--- config.mk ---
export PLATFORM = sky130hd
export DESIGN_NAME = multicycle_controller_flat
export DESIGN_NICKNAME = d
export VERILOG_FILES = /design/src/rtl/multicycle_controller_if.sv /design/src/rtl/multicycle_controller.sv /design/src/flat_wrapper.sv
export SDC_FILE = /design/constraint.sdc
export NUM_CORES = 1
export LEC_CHECK = 0
export CORE_UTILIZATION = 34
export CTS_CLUSTER_SIZE = 40
export DETAILED_ROUTE_END_ITERATION = 16
export PLACE_DENSITY = 0.88
export SETUP_SLACK_MARGIN = 0.1
export SYNTH_ARGS = -nofsm -noshare
export SYNTH_HDL_FRONTEND = slang
export SYNTH_SLANG_ARGS = --single-unit
--- constraint.sdc ---
create_clock -name clk -period 2.26 [get_ports clk]
set_clock_uncertainty 0.15 [all_clocks]
set_input_delay 0.226 -clock clk [delete_from_list [all_inputs] [get_ports clk]]
set_output_delay 0.226 -clock clk [all_outputs]
set_load 0.02 [all_outputs]
--- src/rtl/multicycle_controller_if.sv ---
// Control/status bundle between the multicycle MIPS controller and its datapath.
// The master modport is the controller; the slave modport is the datapath.
interface multicycle_controller_if;
    logic [31:0] instr;
    logic        zero;
    logic        mem_ready;
    logic        pc_en;
    logic        iord;
    logic        mem_read;
    logic        mem_write;
    logic        ir_write;
    logic        reg_dst;
    logic        mem_to_reg;
    logic        reg_write;
    logic        alu_src_a;
    logic [1:0]  alu_src_b;
    logic [2:0]  alucontrol;
    logic [1:0]  pc_src;
    logic        illegal_op;
    logic [3:0]  state;

    modport master (
        input  instr, zero, mem_ready,
        output pc_en, iord, mem_read, mem_write, ir_write, reg_dst, mem_to_reg,
               reg_write, alu_src_a, alu_src_b, alucontrol, pc_src, illegal_op, state
    );

    modport slave (
        output instr, zero, mem_ready,
        input  pc_en, iord, mem_read, mem_write, ir_write, reg_dst, mem_to_reg,
               reg_write, alu_src_a, alu_src_b, alucontrol, pc_src, illegal_op, state
    );
endinterface

--- src/rtl/multicycle_controller.sv ---
// Sequencing FSM for a multicycle MIPS datapath (lw, sw, R-type, beq, addi, j)
// with memory-ready stalls in FETCH, MEMRD and MEMWR.
module multicycle_controller #(
    parameter logic [5:0] OP_RTYPE = 6'b000000,
    parameter logic [5:0] OP_LW    = 6'b100011,
    parameter logic [5:0] OP_SW    = 6'b101011,
    parameter logic [5:0] OP_BEQ   = 6'b000100,
    parameter logic [5:0] OP_ADDI  = 6'b001000,
    parameter logic [5:0] OP_J     = 6'b000010
) (
    input  logic                     clk,
    input  logic                     rst_n,
    multicycle_controller_if.master  bus
);

    typedef enum logic [3:0] {
        FETCH  = 4'd0,  DECODE = 4'd1,  MEMADR = 4'd2,  MEMRD  = 4'd3,
        MEMWB  = 4'd4,  MEMWR  = 4'd5,  EXEC   = 4'd6,  ALUWB  = 4'd7,
        BEQ    = 4'd8,  ADDIEX = 4'd9,  ADDIWB = 4'd10, JUMP   = 4'd11
    } state_t;

    localparam logic [2:0] ALU_ADD = 3'b010;
    localparam logic [2:0] ALU_SUB = 3'b110;
    localparam logic [2:0] ALU_AND = 3'b000;
    localparam logic [2:0] ALU_OR  = 3'b001;
    localparam logic [2:0] ALU_SLT = 3'b111;

    state_t     cur;
    logic       is_store;
    logic [5:0] opcode;
    logic [5:0] funct;
    logic       funct_ok;
    logic [2:0] funct_alu;

    assign opcode = bus.instr[31:26];
    assign funct  = bus.instr[5:0];

    always_comb begin
        funct_ok  = 1'b1;
        funct_alu = ALU_ADD;
        case (funct)
            6'b100000: funct_alu = ALU_ADD;
            6'b100010: funct_alu = ALU_SUB;
            6'b100100: funct_alu = ALU_AND;
            6'b100101: funct_alu = ALU_OR;
            6'b101010: funct_alu = ALU_SLT;
            default:   funct_ok  = 1'b0;
        endcase
    end

    // is_store remembers lw vs sw at DECODE so MEMADR need not look at instr again.
    always_ff @(posedge clk or negedge rst_n) begin
        if (!rst_n) begin
            cur      <= FETCH;
            is_store <= 1'b0;
        end else begin
            case (cur)
                FETCH:  if (bus.mem_ready) cur <= DECODE;
                DECODE: begin
                    is_store <= (opcode == OP_SW);
                    case (opcode)
                        OP_LW, OP_SW: cur <= MEMADR;
                        OP_RTYPE:     cur <= EXEC;
                        OP_BEQ:       cur <= BEQ;
                        OP_ADDI:      cur <= ADDIEX;
                        OP_J:         cur <= JUMP;
                        default:      cur <= FETCH;
                    endcase
                end
                MEMADR: cur <= is_store ? MEMWR : MEMRD;
                MEMRD:  if (bus.mem_ready) cur <= MEMWB;
                MEMWR:  if (bus.mem_ready) cur <= FETCH;
                EXEC:   cur <= funct_ok ? ALUWB : FETCH;
                ADDIEX: cur <= ADDIWB;
                default: cur <= FETCH;
            endcase
        end
    end

    logic       pc_en_d, mem_read_d, mem_write_d, ir_write_d, reg_write_d, illegal_d;
    logic       iord_d, reg_dst_d, mem_to_reg_d, alu_src_a_d;
    logic [1:0] alu_src_b_d, pc_src_d;
    logic [2:0] alucontrol_d;

    always_comb begin
        pc_en_d      = 1'b0;
        mem_read_d   = 1'b0;
        mem_write_d  = 1'b0;
        ir_write_d   = 1'b0;
        reg_write_d  = 1'b0;
        illegal_d    = 1'b0;
        iord_d       = 1'b0;
        reg_dst_d    = 1'b0;
        mem_to_reg_d = 1'b0;
        alu_src_a_d  = 1'b0;
        alu_src_b_d  = 2'b00;
        pc_src_d     = 2'b00;
        alucontrol_d = 3'b000;
        case (cur)
            FETCH: begin
                mem_read_d   = 1'b1;
                alu_src_b_d  = 2'b01;
                alucontrol_d = ALU_ADD;
                ir_write_d   = bus.mem_ready;
                pc_en_d      = bus.mem_ready;
            end
            DECODE: begin
                alu_src_b_d  = 2'b11;
                alucontrol_d = ALU_ADD;
                illegal_d    = !(opcode == OP_LW || opcode == OP_SW || opcode == OP_RTYPE ||
                                 opcode == OP_BEQ || opcode == OP_ADDI || opcode == OP_J);
            end
            MEMADR, ADDIEX: begin
                alu_src_a_d  = 1'b1;
                alu_src_b_d  = 2'b10;
                alucontrol_d = ALU_ADD;
            end
            MEMRD: begin
                iord_d     = 1'b1;
                mem_read_d = 1'b1;
            end
            MEMWB: begin
                mem_to_reg_d = 1'b1;
                reg_write_d  = 1'b1;
            end
            MEMWR: begin
                iord_d      = 1'b1;
                mem_write_d = 1'b1;
            end
            EXEC: begin
                alu_src_a_d  = 1'b1;
                alucontrol_d = funct_alu;
                illegal_d    = !funct_ok;
            end
            ALUWB: begin
                reg_dst_d   = 1'b1;
                reg_write_d = 1'b1;
            end
            BEQ: begin
                alu_src_a_d  = 1'b1;
                alucontrol_d = ALU_SUB;
                pc_src_d     = 2'b01;
                pc_en_d      = bus.zero;
            end
            ADDIWB: reg_write_d = 1'b1;
            JUMP: begin
                pc_src_d = 2'b10;
                pc_en_d  = 1'b1;
            end
            default: ;
        endcase
    end

    // Enables are gated by rst_n so nothing writes while reset is held.
    assign bus.pc_en      = pc_en_d     & rst_n;
    assign bus.mem_read   = mem_read_d  & rst_n;
    assign bus.mem_write  = mem_write_d & rst_n;
    assign bus.ir_write   = ir_write_d  & rst_n;
    assign bus.reg_write  = reg_write_d & rst_n;
    assign bus.illegal_op = illegal_d   & rst_n;
    assign bus.iord       = iord_d;
    assign bus.reg_dst    = reg_dst_d;
    assign bus.mem_to_reg = mem_to_reg_d;
    assign bus.alu_src_a  = alu_src_a_d;
    assign bus.alu_src_b  = alu_src_b_d;
    assign bus.pc_src     = pc_src_d;
    assign bus.alucontrol = alucontrol_d;
    assign bus.state      = cur;

endmodule

--- src/flat_wrapper.sv ---
// flat-port wrapper written by rule: the top's interface ports become plain ports
module multicycle_controller_flat 
#(
    parameter logic [5:0] OP_RTYPE = 6'b000000,
    parameter logic [5:0] OP_LW    = 6'b100011,
    parameter logic [5:0] OP_SW    = 6'b101011,
    parameter logic [5:0] OP_BEQ   = 6'b000100,
    parameter logic [5:0] OP_ADDI  = 6'b001000,
    parameter logic [5:0] OP_J     = 6'b000010
)
  (clk, rst_n, bus_instr, bus_zero, bus_mem_ready, bus_pc_en, bus_iord, bus_mem_read, bus_mem_write, bus_ir_write, bus_reg_dst, bus_mem_to_reg, bus_reg_write, bus_alu_src_a, bus_alu_src_b, bus_alucontrol, bus_pc_src, bus_illegal_op, bus_state);
  multicycle_controller_if bus_i ();
  input  logic clk;
  input  logic rst_n;
  input wire logic [$bits(bus_i.instr)-1:0] bus_instr;
  input wire logic [$bits(bus_i.zero)-1:0] bus_zero;
  input wire logic [$bits(bus_i.mem_ready)-1:0] bus_mem_ready;
  output wire logic [$bits(bus_i.pc_en)-1:0] bus_pc_en;
  output wire logic [$bits(bus_i.iord)-1:0] bus_iord;
  output wire logic [$bits(bus_i.mem_read)-1:0] bus_mem_read;
  output wire logic [$bits(bus_i.mem_write)-1:0] bus_mem_write;
  output wire logic [$bits(bus_i.ir_write)-1:0] bus_ir_write;
  output wire logic [$bits(bus_i.reg_dst)-1:0] bus_reg_dst;
  output wire logic [$bits(bus_i.mem_to_reg)-1:0] bus_mem_to_reg;
  output wire logic [$bits(bus_i.reg_write)-1:0] bus_reg_write;
  output wire logic [$bits(bus_i.alu_src_a)-1:0] bus_alu_src_a;
  output wire logic [$bits(bus_i.alu_src_b)-1:0] bus_alu_src_b;
  output wire logic [$bits(bus_i.alucontrol)-1:0] bus_alucontrol;
  output wire logic [$bits(bus_i.pc_src)-1:0] bus_pc_src;
  output wire logic [$bits(bus_i.illegal_op)-1:0] bus_illegal_op;
  output wire logic [$bits(bus_i.state)-1:0] bus_state;
  assign bus_i.instr = bus_instr;
  assign bus_i.zero = bus_zero;
  assign bus_i.mem_ready = bus_mem_ready;
  assign bus_pc_en = bus_i.pc_en;
  assign bus_iord = bus_i.iord;
  assign bus_mem_read = bus_i.mem_read;
  assign bus_mem_write = bus_i.mem_write;
  assign bus_ir_write = bus_i.ir_write;
  assign bus_reg_dst = bus_i.reg_dst;
  assign bus_mem_to_reg = bus_i.mem_to_reg;
  assign bus_reg_write = bus_i.reg_write;
  assign bus_alu_src_a = bus_i.alu_src_a;
  assign bus_alu_src_b = bus_i.alu_src_b;
  assign bus_alucontrol = bus_i.alucontrol;
  assign bus_pc_src = bus_i.pc_src;
  assign bus_illegal_op = bus_i.illegal_op;
  assign bus_state = bus_i.state;
  multicycle_controller #(.OP_RTYPE(OP_RTYPE), .OP_LW(OP_LW), .OP_SW(OP_SW), .OP_BEQ(OP_BEQ), .OP_ADDI(OP_ADDI), .OP_J(OP_J)) u_core (.clk(clk), .rst_n(rst_n), .bus(bus_i));
endmodule
==> summary.md, run 1 <==
| Metric | Value |
|---|---|
| Top area cells in the synthesized netlist | sky130_fd_sc_hd__dfrtp_1, sky130_fd_sc_hd__a21oi_1, sky130_fd_sc_hd__nand2b_1 |
| Iteration count of the initial detailed-routing pass | 4 |
| # port buffers | 36 |
| Setup violation total in the final timing report | 0 |
| Total wire length after detailed routing | 2810 um |
| Overall routing resource usage | 0.270 |
| Layout filler cell count | 155 |
| Syn Std Cell Area | 683 um^2 |
| Clk pin slew, worst setup/hold paths | 0.06 ns |
| Antenna violations before repair | 0 |
| Final period demand of the worst path | 2.18 ns |
| HP Class | in -> async |
| Residual DRC | 0 |
| Die area | 0.00219 mm^2 |
| Core area | 0.00180 mm^2 |
| Post-layout nets | 195 |
| Cell Pwr Density | between 700 and 800 mW/mm^2 |
| Dominant cell type by area after synthesis | sky130_fd_sc_hd__dfrtp_1 |
| Area share of the leading cell type in the synthesized netlist | 0.183 |
| Global-route wire length before repair | ~4300 um |
| Data arrival time of the worst path | between 1.5 and 2 ns |
| Number of instances in the synthesized netlist | 98 |
| Number of distinct standard cells referenced by the synthesized netlist | 37 |
| Synthesized flop and latch total | 5 |
| Area occupied by multi-input gates | 553 um^2 |
| Final hold viol count | 0 |
| GR Overflow Total | 0 |
| Maximum frequency from static timing analysis | 460 MHz |
| EDFF count, synth | 0 |
| I/O pins | 57 |
| Slew at the pin with the worst max-slew slack | 0.293 ns |
| Number of global-route vias before repair | just under 1,000 |
| Clock Root Buffer | sky130_fd_sc_hd__clkbuf_4 |
| Initial standard-cell utilization of the core | 0.379 |
| Syn_nets | around 130 |
| Clock tree buffer depth | 2 |
| Vertical die dimension | 46.8 um |
| Number of clock sinks | 5 |
| Maximum number of pins on one net before global-route repair | 14 |
| Final clock period utilization by the worst path | 0.963 |
| Clock tree from TritonCTS | yes |
| Total Power Consumption | 1.02 mW |
| Most common cell after layout, fill and taps aside | sky130_fd_sc_hd__buf_4 |
| Area taken by flip-flops and latches | roughly 130 um^2 |
| Syn avg cell area | 6.97 um^2 |
| Chip Width | 46.8 um |
| Clock latency on the worst-skew pair | 0.27 ns |
| Share of final-layout standard cells stronger than drive strength 1 | 0.272 |
| Worst setup SP type | input port |
| Number of buffers created by CTS | 3 |
| Vias per cell | 5.49 |
| Weighted congestion reported at the end of routability-driven placement | 0.839 |
| Most frequent cells in the layout | sky130_fd_sc_hd__buf_4, sky130_fd_sc_hd__clkdlybuf4s50_1, sky130_fd_sc_hd__dlygate4sd2_1 |
| Area added between synthesis and finish | 89.7% |
| Tightest slew margin relative to the limit | 0.804 |
| Static leakage | between 0.6 and 0.7 nW |
| Least setup slack across all paths after layout | between 0.08 and 0.09 ns |
| Synthesis warning total | 0 |
| CP Launch Point | bus_instr[2] |
| IR Drop Worst-Case VDD | about 0.00055 V |
| Status | finished, final reports clean |
| Via count of the routed design | 1,005 |
| Type of destination of the critical path | primary output |
| Largest fanout on the critical path | 3 |
| Critical path class | in -> out |
| Routed wire per std cell | 15.4 um |
| Dominant register cell in the synthesized netlist | sky130_fd_sc_hd__dfrtp_1 |
| Data required time of the worst path | 1.88 ns |
| Detailed router's first-iteration violation count | 34 |
| Cell row count | 15 |
| Hold slack | roughly 0.20 ns |
| Pre-CTS setup slack | -0.385 ns |
| Remaining antenna violation count after routing | 0 |
| Part of the Yosys area used for sequential elements | 0.183 |
| Async set or reset register ratio after synthesis | 1.00 |
| Htree depth | 1 |
| Final max-slew violation count | 0 |
| Unrepaired setup endpoints after global routing | yes |
| MaxCap Viol Count | 0 |
| Sum of net half-perimeters after detailed placement | 2080 um |
| Launch instance of the worst register-to-register path | u_core.bus.state[1] |
| Diode insertion count for antenna repair | 0 |
==> routing by layer <==
| metal | wire length [um] | up-vias | part of all wire | global-route usage |
|---|---|---|---|---|
| met4 | 30 | 0 | 0.011 | 0.137 |
| li1 | - | 481 | - | - |
| met1 | 1150 | 486 | 0.41 | 0.309 |
| met2 | 1520 | 36 | 0.54 | 0.497 |
| met3 | 116 | 2 | 0.041 | 0.0231 |
| met5 | 0 | - | 0 | 0 |
==> cell usage after synthesis (2+ instances only) <==
| cell | number |
|---|---|
| sky130_fd_sc_hd__a21oi_1 | 8 |
| sky130_fd_sc_hd__nor2b_1 | 6 |
| sky130_fd_sc_hd__buf_2 | 3 |
| sky130_fd_sc_hd__inv_1 | 4 |
| sky130_fd_sc_hd__o21ai_0 | 5 |
| sky130_fd_sc_hd__nor3_1 | 6 |
| sky130_fd_sc_hd__nor4b_1 | 3 |
| sky130_fd_sc_hd__o21ai_1 | 2 |
| sky130_fd_sc_hd__nor3b_1 | 2 |
| sky130_fd_sc_hd__a31o_1 | 2 |
| sky130_fd_sc_hd__nor2_1 | 9 |
| sky130_fd_sc_hd__and3_1 | 2 |
| sky130_fd_sc_hd__dfrtp_1 | 5 |
| sky130_fd_sc_hd__nand2_1 | 7 |
| sky130_fd_sc_hd__o211ai_1 | 2 |
| sky130_fd_sc_hd__nand3_1 | 2 |
| sky130_fd_sc_hd__mux2i_1 | 3 |
| sky130_fd_sc_hd__xor2_1 | 2 |
| sky130_fd_sc_hd__nand2b_1 | 6 |
| sky130_fd_sc_hd__clkbuf_1 | 2 |
==> flip-flops by register name, indices dropped and copies added (netlist names) <==
name,flops
u_core.is_store,1
u_core.bus.state,4
==> power breakdown <==
part	switching (mW)	internal [mW]
clock	0.0533	0.0678
combinational	0.405	0.342
sequential	0.0400	0.112
total	0.498	0.522
==> cells by family (layout without fill, tap and decap cells) <==
| family | Yosys count | after routing | synth area share |
|---|---|---|---|
| xor+xnor | 3 | 3 | 0.0385 |
| compound gates | 28 | 28 | 0.267 |
| simple gates | 50 | 50 | 0.412 |
| flops | 5 | 5 | 0.183 |
| mux | 3 | 3 | 0.0440 |
| buf+inv | 9 | 69 | 0.0549 |
==> through the flow <==
step | utilization | TNS (ns) | cell area, um^2 | std cells
4_1_cts | 0.702 | -0.00908 | 1260 | 182
3_3_place_gp | 0.690 | -0.638 | 1240 | 178
2_1_floorplan | - | 0 | 694 | 98
3_5_place_dp | 0.690 | -0.711 | 1240 | 178
5_1_grt | 0.719 | 0 | 1300 | 183
6_report | 0.719 | 0 | 1300 | 183
==> worst paths after layout <==
check	cells after the start	slack, ns	to
worst max register to register	4	0.52	u_core.bus.state[0]
min in group clk	5	0.27	u_core.is_store
worst min register to register	2	0.39	u_core.is_store
max in group asynchronous	2	1.63	u_core.bus.state[3]
worst max-delay path	6	0.08	bus_alucontrol[1]
worst min-delay path	2	0.20	u_core.bus.state[2]
==> timing repair <==
item | CTS | global route
buffers inserted | 0 | 1
pin swaps | 0 | 1
hold endpoints to repair | 0 | 0
hold buffers | 0 | 0
setup endpoints to repair | 15 | 8
resized for setup | 23 | 13
==> cell type report <==
class | count | area share
tap | 25 | 0.0241
inverter | 4 | 0.0116
timing repair buffer | 61 | 0.419
clock buffer | 4 | 0.0203
multi-input combinational | 84 | 0.427
sequential | 5 | 0.0985
==> critical path: stages <==
cell	delay, ns
sky130_fd_sc_hd__clkdlybuf4s50_1	0.54
sky130_fd_sc_hd__inv_1	0.11
sky130_fd_sc_hd__buf_4	0.15
sky130_fd_sc_hd__o41ai_2	0.32
sky130_fd_sc_hd__a21oi_1	0.12
sky130_fd_sc_hd__dlygate4sd2_1	0.34
Note: power is estimated with default switching activity, not from simulation.
==> inputs of run 2 (changes only) <==
RECOVER_POWER = 50   (was unset)
==> summary.md, run 2 (synthesis gave the netlist of run 1 again) <==
| Metric | Value |
|---|---|
| Status | finished, final reports clean |
| Largest fanout on the critical path | 3 (unchanged) |
| Area added between synthesis and finish | 87.4% |
| Clock tree from TritonCTS | yes |
| Data required time of the worst path | 1.88 ns (about the same) |
| Clock latency on the worst-skew pair | 0.27 ns (about the same) |
| Weighted congestion reported at the end of routability-driven placement | 0.839 (unchanged) |
| Number of global-route vias before repair | 986 (unchanged) |
| Post-layout nets | 195 (unchanged) |
| Area occupied by multi-input gates | 551 um^2 (-0.45%) |
| Static leakage | 0.616 nW (-2.2%) |
| Data arrival time of the worst path | 1.81 ns (about the same) |
| Worst setup SP type | input port |
| Clock Root Buffer | sky130_fd_sc_hd__clkbuf_4 |
| Reg-to-reg endpoint | u_core.bus.state[0] |
| Clock tree buffer depth | 2 (unchanged) |
| Cells along the critical path | clkdlybuf4s50_1, inv_1, buf_4, o41ai_2, a21oi_1, dlygate4sd2_1 |
| Part of the power in combinational logic | 0.729 (-0.003) |
| Vertical die dimension | 46.8 um (unchanged) |
| Number of clock sinks | 5 (unchanged) |
| Cell Pwr Density | 791 mW/mm^2 (+0.50%) |
| Final period demand of the worst path | 2.19 ns (+0.0116 ns) |
| Hold Path End | u_core.is_store |
| Overall routing resource usage | 0.270 (unchanged) |
| Vias per cell | 5.60 (+1.9%) |
| I/O pins | 57 (unchanged) |
| Most common cell after layout, fill and taps aside | sky130_fd_sc_hd__buf_4 |
| Number of buffers created by CTS | 3 (unchanged) |
| Global-route wire length before repair | 4260 um (unchanged) |
| Clk network pwr share | 0.120 (about the same) |
| Area taken by flip-flops and latches | 126 um^2 (-0.98%) |
| IR Drop Worst-Case VDD | 0.000533 V (-2.2%) |
| HP Class | in -> reg |
| Antenna violations before repair | 0 (unchanged) |
| Type of destination of the critical path | primary output |
| Via count of the routed design | 1,024 (+1.9%) |
| Final clock period utilization by the worst path | 0.968 (+0.00513) |
| Worst Hold Launch | bus_instr[31] |
| Tightest slew margin relative to the limit | 0.803 (-0.00108) |
| Die area | 0.00219 mm^2 (unchanged) |
| Layout filler cell count | 157 (+1.3%) |
| Utilization after layout | 0.710 (-0.00903) |
| Diode insertion count for antenna repair | 0 (unchanged) |
| Critical path class | in -> out |
| Sum of net half-perimeters after detailed placement | 2080 um (unchanged) |
| GR Overflow Total | 0 (unchanged) |
| Remaining antenna violation count after routing | 0 (unchanged) |
| Sequential cell fraction of total power | 0.151 (+0.002) |
| FF-to-FF path depth | 4 (unchanged) |
| Final hold viol count | 0 (unchanged) |
| Slew at the pin with the worst max-slew slack | 0.295 ns (+0.00239 ns) |
| Most frequent cells in the layout | sky130_fd_sc_hd__buf_4, sky130_fd_sc_hd__clkdlybuf4s50_1, sky130_fd_sc_hd__dlygate4sd2_1 |
| Core area | 0.00180 mm^2 (unchanged) |
| Reg-to-reg slack, setup | 0.49 ns (-0.03 ns) |
| MaxCap Viol Count | 0 (unchanged) |
| Setup violation total in the final timing report | 0 (unchanged) |
| Initial standard-cell utilization of the core | 0.379 (unchanged) |
| Cell row count | 15 (unchanged) |
| Fraction of power spent switching nets | 0.492 (+0.00377) |
| Clk pin slew, worst setup/hold paths | 0.05 ns (about the same) |
| Maximum frequency from static timing analysis | 457 MHz (-0.53%) |
| Largest stage delay, worst path | 0.56 ns (+0.02 ns) |
| Max reg flops | 4 (unchanged) |
| Residual DRC | 0 (unchanged) |
| Internal Dissipation | 514 uW (-1.5%) |
| Net switching power | 499 uW (about the same) |
| Final max-slew violation count | 0 (unchanged) |
| Maximum number of pins on one net before global-route repair | 14 (unchanged) |
| Unrepaired setup endpoints after global routing | yes |
| Total wire length after detailed routing | 2820 um (+0.21%) |
| Detailed router's first-iteration violation count | 48 (+41%) |
| Total Power Consumption | 1.01 mW (-0.76%) |
| Launch instance of the worst register-to-register path | u_core.bus.state[1] |
| Htree depth | 1 (unchanged) |
| Share of final-layout standard cells stronger than drive strength 1 | 0.253 (-0.0190) |
| Chip Width | 46.8 um (unchanged) |
| Routed wire per std cell | 15.4 um (+0.21%) |
| Cells on Worst Hold Path | 5 |
| # port buffers | 36 (unchanged) |
| Iteration count of the initial detailed-routing pass | 4 (unchanged) |
| Worst path slowest cell | sky130_fd_sc_hd__clkdlybuf4s50_1 |
==> run 2: cell types whose count changed in the layout (fill, tap and decap cells not counted), sizes merged <==
| cell | before | now |
|---|---|---|
| dlygate4sd3 | 0 | 4 |
| clkdlybuf4s50 | 16 | 12 |
| buf | 26 | 25 |
| clkbuf | 5 | 7 |
| dlymetal6s2s | 6 | 5 |
==> run 2: final cells by class <==
cell class                 instances  area share
multi-input combinational         84       0.430
timing repair buffer              61       0.414
sequential                         5      0.0987
tap                               25      0.0244
clock buffer                       4      0.0205
inverter                           4      0.0117
==> run 2: power by group through the flow <==
stage / combinational [mW] / sequential [mW] / clock (mW)
floorplan: 0.384 / 0.165 / 0
global placement: 0.741 / 0.147 / 0
detailed placement: 0.763 / 0.147 / 0
CTS: 0.732 / 0.149 / 0.120
global route: 0.790 / 0.154 / 0.123
finish: 0.739 / 0.153 / 0.121
==> run 2: worst max-delay path by stage <==
stage / from / to / slack (ns) / depth (start not counted)
2_1_floorplan: u_core.bus.state[0] / bus_pc_en / 0.19 / 5
3_3_place_gp: bus_instr[26] / bus_illegal_op / -0.37 / 6
3_5_place_dp: bus_instr[26] / bus_illegal_op / -0.38 / 6
4_1_cts: bus_instr[26] / bus_illegal_op / -0.009 / 6
5_1_grt: u_core.bus.state[3] / bus_pc_en / 0.04 / 5
6_report: bus_instr[2] / bus_alucontrol[1] / 0.07 / 6
==> run 2: critical path, delay by kind of cell <==
kind | cells | cell delay [ns]
AO/OA/AOI/OAI | 2 | 0.44
buffers and inverters | 4 | 1.16
==> run 2: timing repair <==
item                       in CTS  in global routing
resized for setup              23                 13
gates cloned                    0                  0
hold buffers                    0                  0
setup buffers                   0                  1
setup endpoints to repair      15                  8
pin swaps                       0                  1
==> run 2: per-stage QoR <==
stage          area (um^2)  cells  setup TNS [ns]  hold slack (ns)  setup slack (ns)
2_1_floorplan          694     98               0           -0.220             0.193
3_3_place_gp          1240    178          -0.638            0.375            -0.365
3_5_place_dp          1240    178          -0.711            0.373            -0.385
4_1_cts               1260    182        -0.00908            0.195          -0.00908
5_1_grt               1280    183               0            0.338            0.0442
6_report              1280    183               0            0.266            0.0731
==> run 2: routing by layer <==
metal  vias to the layer above  global-route usage  part of all wire  routed length (um)
met4                         0               0.137             0.014                  39
met2                        52               0.497              0.54                1530
met3                         4              0.0231             0.061                 172
li1                        482                   -                 -                   -
met5                         -                   0                 0                   0
met1                       486               0.309              0.38                1070
==> inputs of run 3 (changes only) <==
MAX_ROUTING_LAYER = met4   (was unset)
==> summary.md, run 3 (synthesis gave the netlist of run 1 again) <==
| Metric | Value |
|---|---|
| Initial standard-cell utilization of the core | 0.379 (unchanged) |
| Remaining antenna violation count after routing | 0 (unchanged) |
| Maximum frequency from static timing analysis | 463 MHz (+1.3%) |
| GR Overflow Total | 0 (unchanged) |
| Type of destination of the critical path | primary output |
| Status | finished, final reports clean |
| Post-DP Area | 0.00124 mm^2 (unchanged) |
| Worst setup SP type | input port |
| Max reg flops | 4 (unchanged) |
| Cell Pwr Density | 789 mW/mm^2 (-0.29%) |
| Iteration count of the initial detailed-routing pass | 4 (unchanged) |
| Cells on Worst Hold Path | 5 (unchanged) |
| Overall routing resource usage | 0.278 (+0.00798) |
| Most common cell after layout, fill and taps aside | sky130_fd_sc_hd__buf_4 |
| MaxCap Viol Count | 0 (unchanged) |
| FF-to-FF path depth | 4 (unchanged) |
| Vertical die dimension | 46.8 um (unchanged) |
| Residual DRC | 0 (unchanged) |
| Data required time of the worst path | 1.88 ns (about the same) |
| Routed wire per std cell | 15.2 um (-1.3%) |
| Number of buffers created by CTS | 3 (unchanged) |
| Total wire length after detailed routing | 2780 um (-1.3%) |
| Vias per cell | 5.60 (about the same) |
| Sum of net half-perimeters after detailed placement | 2080 um (unchanged) |
| Final hold viol count | 0 (unchanged) |
| Launch instance of the worst register-to-register path | u_core.bus.state[1] |
| Layout filler cell count | 157 (unchanged) |
| Cells after DPL | 178 (unchanged) |
| HP Class | in -> reg |
| Diode insertion count for antenna repair | 0 (unchanged) |
| Setup violation total in the final timing report | 0 (unchanged) |
| Largest stage delay, worst path | 0.54 ns (-0.02 ns) |
| Unrepaired setup endpoints after global routing | yes |
| # port buffers | 36 (unchanged) |
| Post-layout nets | 195 (unchanged) |
| Reg-to-reg endpoint | u_core.bus.state[0] |
| Cell row count | 15 (unchanged) |
| Via count of the routed design | 1,025 (+0.098%) |
| Hold Path End | u_core.is_store |
| Detailed router's first-iteration violation count | 40 (-17%) |
| Number of clock sinks | 5 (unchanged) |
| Critical path class | in -> out |
| Slew at the pin with the worst max-slew slack | 0.300 ns (+0.00551 ns) |
| Maximum number of pins on one net before global-route repair | 14 (unchanged) |
| Htree depth | 1 (unchanged) |
| Final clock period utilization by the worst path | 0.955 (-0.0125) |
| Clock tree buffer depth | 2 (unchanged) |
| Antenna violations before repair | 0 (unchanged) |
| Clock latency on the worst-skew pair | 0.27 ns (about the same) |
| Core area | 0.00180 mm^2 (unchanged) |
| Most frequent cells in the layout | sky130_fd_sc_hd__buf_4, sky130_fd_sc_hd__clkdlybuf4s50_1, sky130_fd_sc_hd__dlygate4sd2_1 |
| IR Drop Worst-Case VDD | 0.000535 V (+0.19%) |
| Worst path slowest cell | sky130_fd_sc_hd__clkdlybuf4s50_1 |
| Post-Route Setup TNS | 0 ns (unchanged) |
| Data arrival time of the worst path | 1.78 ns (-0.03 ns) |
| Static leakage | 0.616 nW (unchanged) |
| Pre-CTS setup slack | -0.385 ns (unchanged) |
| Number of buffers inserted for hold repair after clock tree synthesis | 0 (unchanged) |
| Utilization after layout | 0.710 (unchanged) |
| Weighted congestion reported at the end of routability-driven placement | 0.852 (+1.6%) |
| Worst Hold Launch | bus_instr[31] |
| Clk pin slew, worst setup/hold paths | 0.05 ns (about the same) |
| Clock tree from TritonCTS | yes |
| Final period demand of the worst path | 2.16 ns (-0.0283 ns) |
| Share of final-layout standard cells stronger than drive strength 1 | 0.253 (unchanged) |
| Final max-slew violation count | 0 (unchanged) |
| Reg-to-reg slack, setup | 0.50 ns (about the same) |
| Cells along the critical path | clkdlybuf4s50_1, inv_1, buf_4, o41ai_2, a21oi_1, dlygate4sd2_1 |
| Global-route wire length before repair | 4250 um (-0.33%) |
| Tightest slew margin relative to the limit | 0.800 (-0.00367) |
| Chip Width | 46.8 um (unchanged) |
| Largest fanout on the critical path | 3 (unchanged) |
| Layout Cell Area excl Fill | 0.00128 mm^2 (unchanged) |
| Die area | 0.00219 mm^2 (unchanged) |
| Number of global-route vias before repair | 989 (+0.30%) |
| I/O pins | 57 (unchanged) |
| Clock Root Buffer | sky130_fd_sc_hd__clkbuf_4 |
| Final cell count without fillers | 183 (unchanged) |
| Least setup slack across all paths after layout | 0.101 ns (+0.0283 ns) |
| Area added between synthesis and finish | 87.4% (unchanged) |
[run 3: cell counts in the layout (fill, tap and decap cells not counted)]
Identical to the previous run, type by type.
[run 3: how the worst max path moves through the flow]
stage | to | slack (ns) | depth (start not counted) | startpoint
6_report | bus_alucontrol[1] | 0.10 | 6 | bus_instr[2]
5_1_grt | bus_pc_en | 0.04 | 5 | u_core.bus.state[3]
4_1_cts | bus_illegal_op | -0.009 | 6 | bus_instr[26]
3_5_place_dp | bus_illegal_op | -0.38 | 6 | bus_instr[26]
3_3_place_gp | bus_illegal_op | -0.37 | 6 | bus_instr[26]
2_1_floorplan | bus_pc_en | 0.19 | 5 | u_core.bus.state[0]
[run 3: metal layers]
| metal | GRT usage | vias to the layer above | wire (um) |
|---|---|---|---|
| met2 | 0.497 | 54 | 1510 |
| li1 | - | 484 | - |
| met5 | - | - | 0 |
| met4 | 0.137 | 0 | 30 |
| met1 | 0.306 | 485 | 1040 |
| met3 | 0.0231 | 2 | 194 |
[run 3: stage by stage]
stage / hold slack [ns] / power (mW)
after floorplan: -0.220 / 0.549
after global placement: 0.375 / 0.887
after detailed placement: 0.373 / 0.910
after CTS: 0.195 / 1.00
after global routing: 0.338 / 1.07
final: 0.267 / 1.01
[run 3: what timing repair did]
item	in CTS	in global routing
pin swaps	0	1
setup buffers	0	1
setup endpoints to repair	15	8
resized for setup	23	13
[run 3: layout make-up]
type / instances / area (um^2) / area share
multi-input cells: 84 / 551 / 0.430
repair buffers: 61 / 531 / 0.414
flip-flops and latches: 5 / 126 / 0.0987
well taps: 25 / 31.3 / 0.0244
clock buffers: 4 / 26.3 / 0.0205
inverters: 4 / 15.0 / 0.0117
[run 3: worst max-delay path, delay by kind of cell]
kind	cells	cell delay (ns)
AO/OA/AOI/OAI	2	0.43
buffers and inverters	4	1.12
[run 3: power breakdown]
group	internal, mW	total, mW	switching, mW
clock network	0.0678	0.121	0.0533
logic	0.335	0.737	0.402
registers	0.111	0.151	0.0401
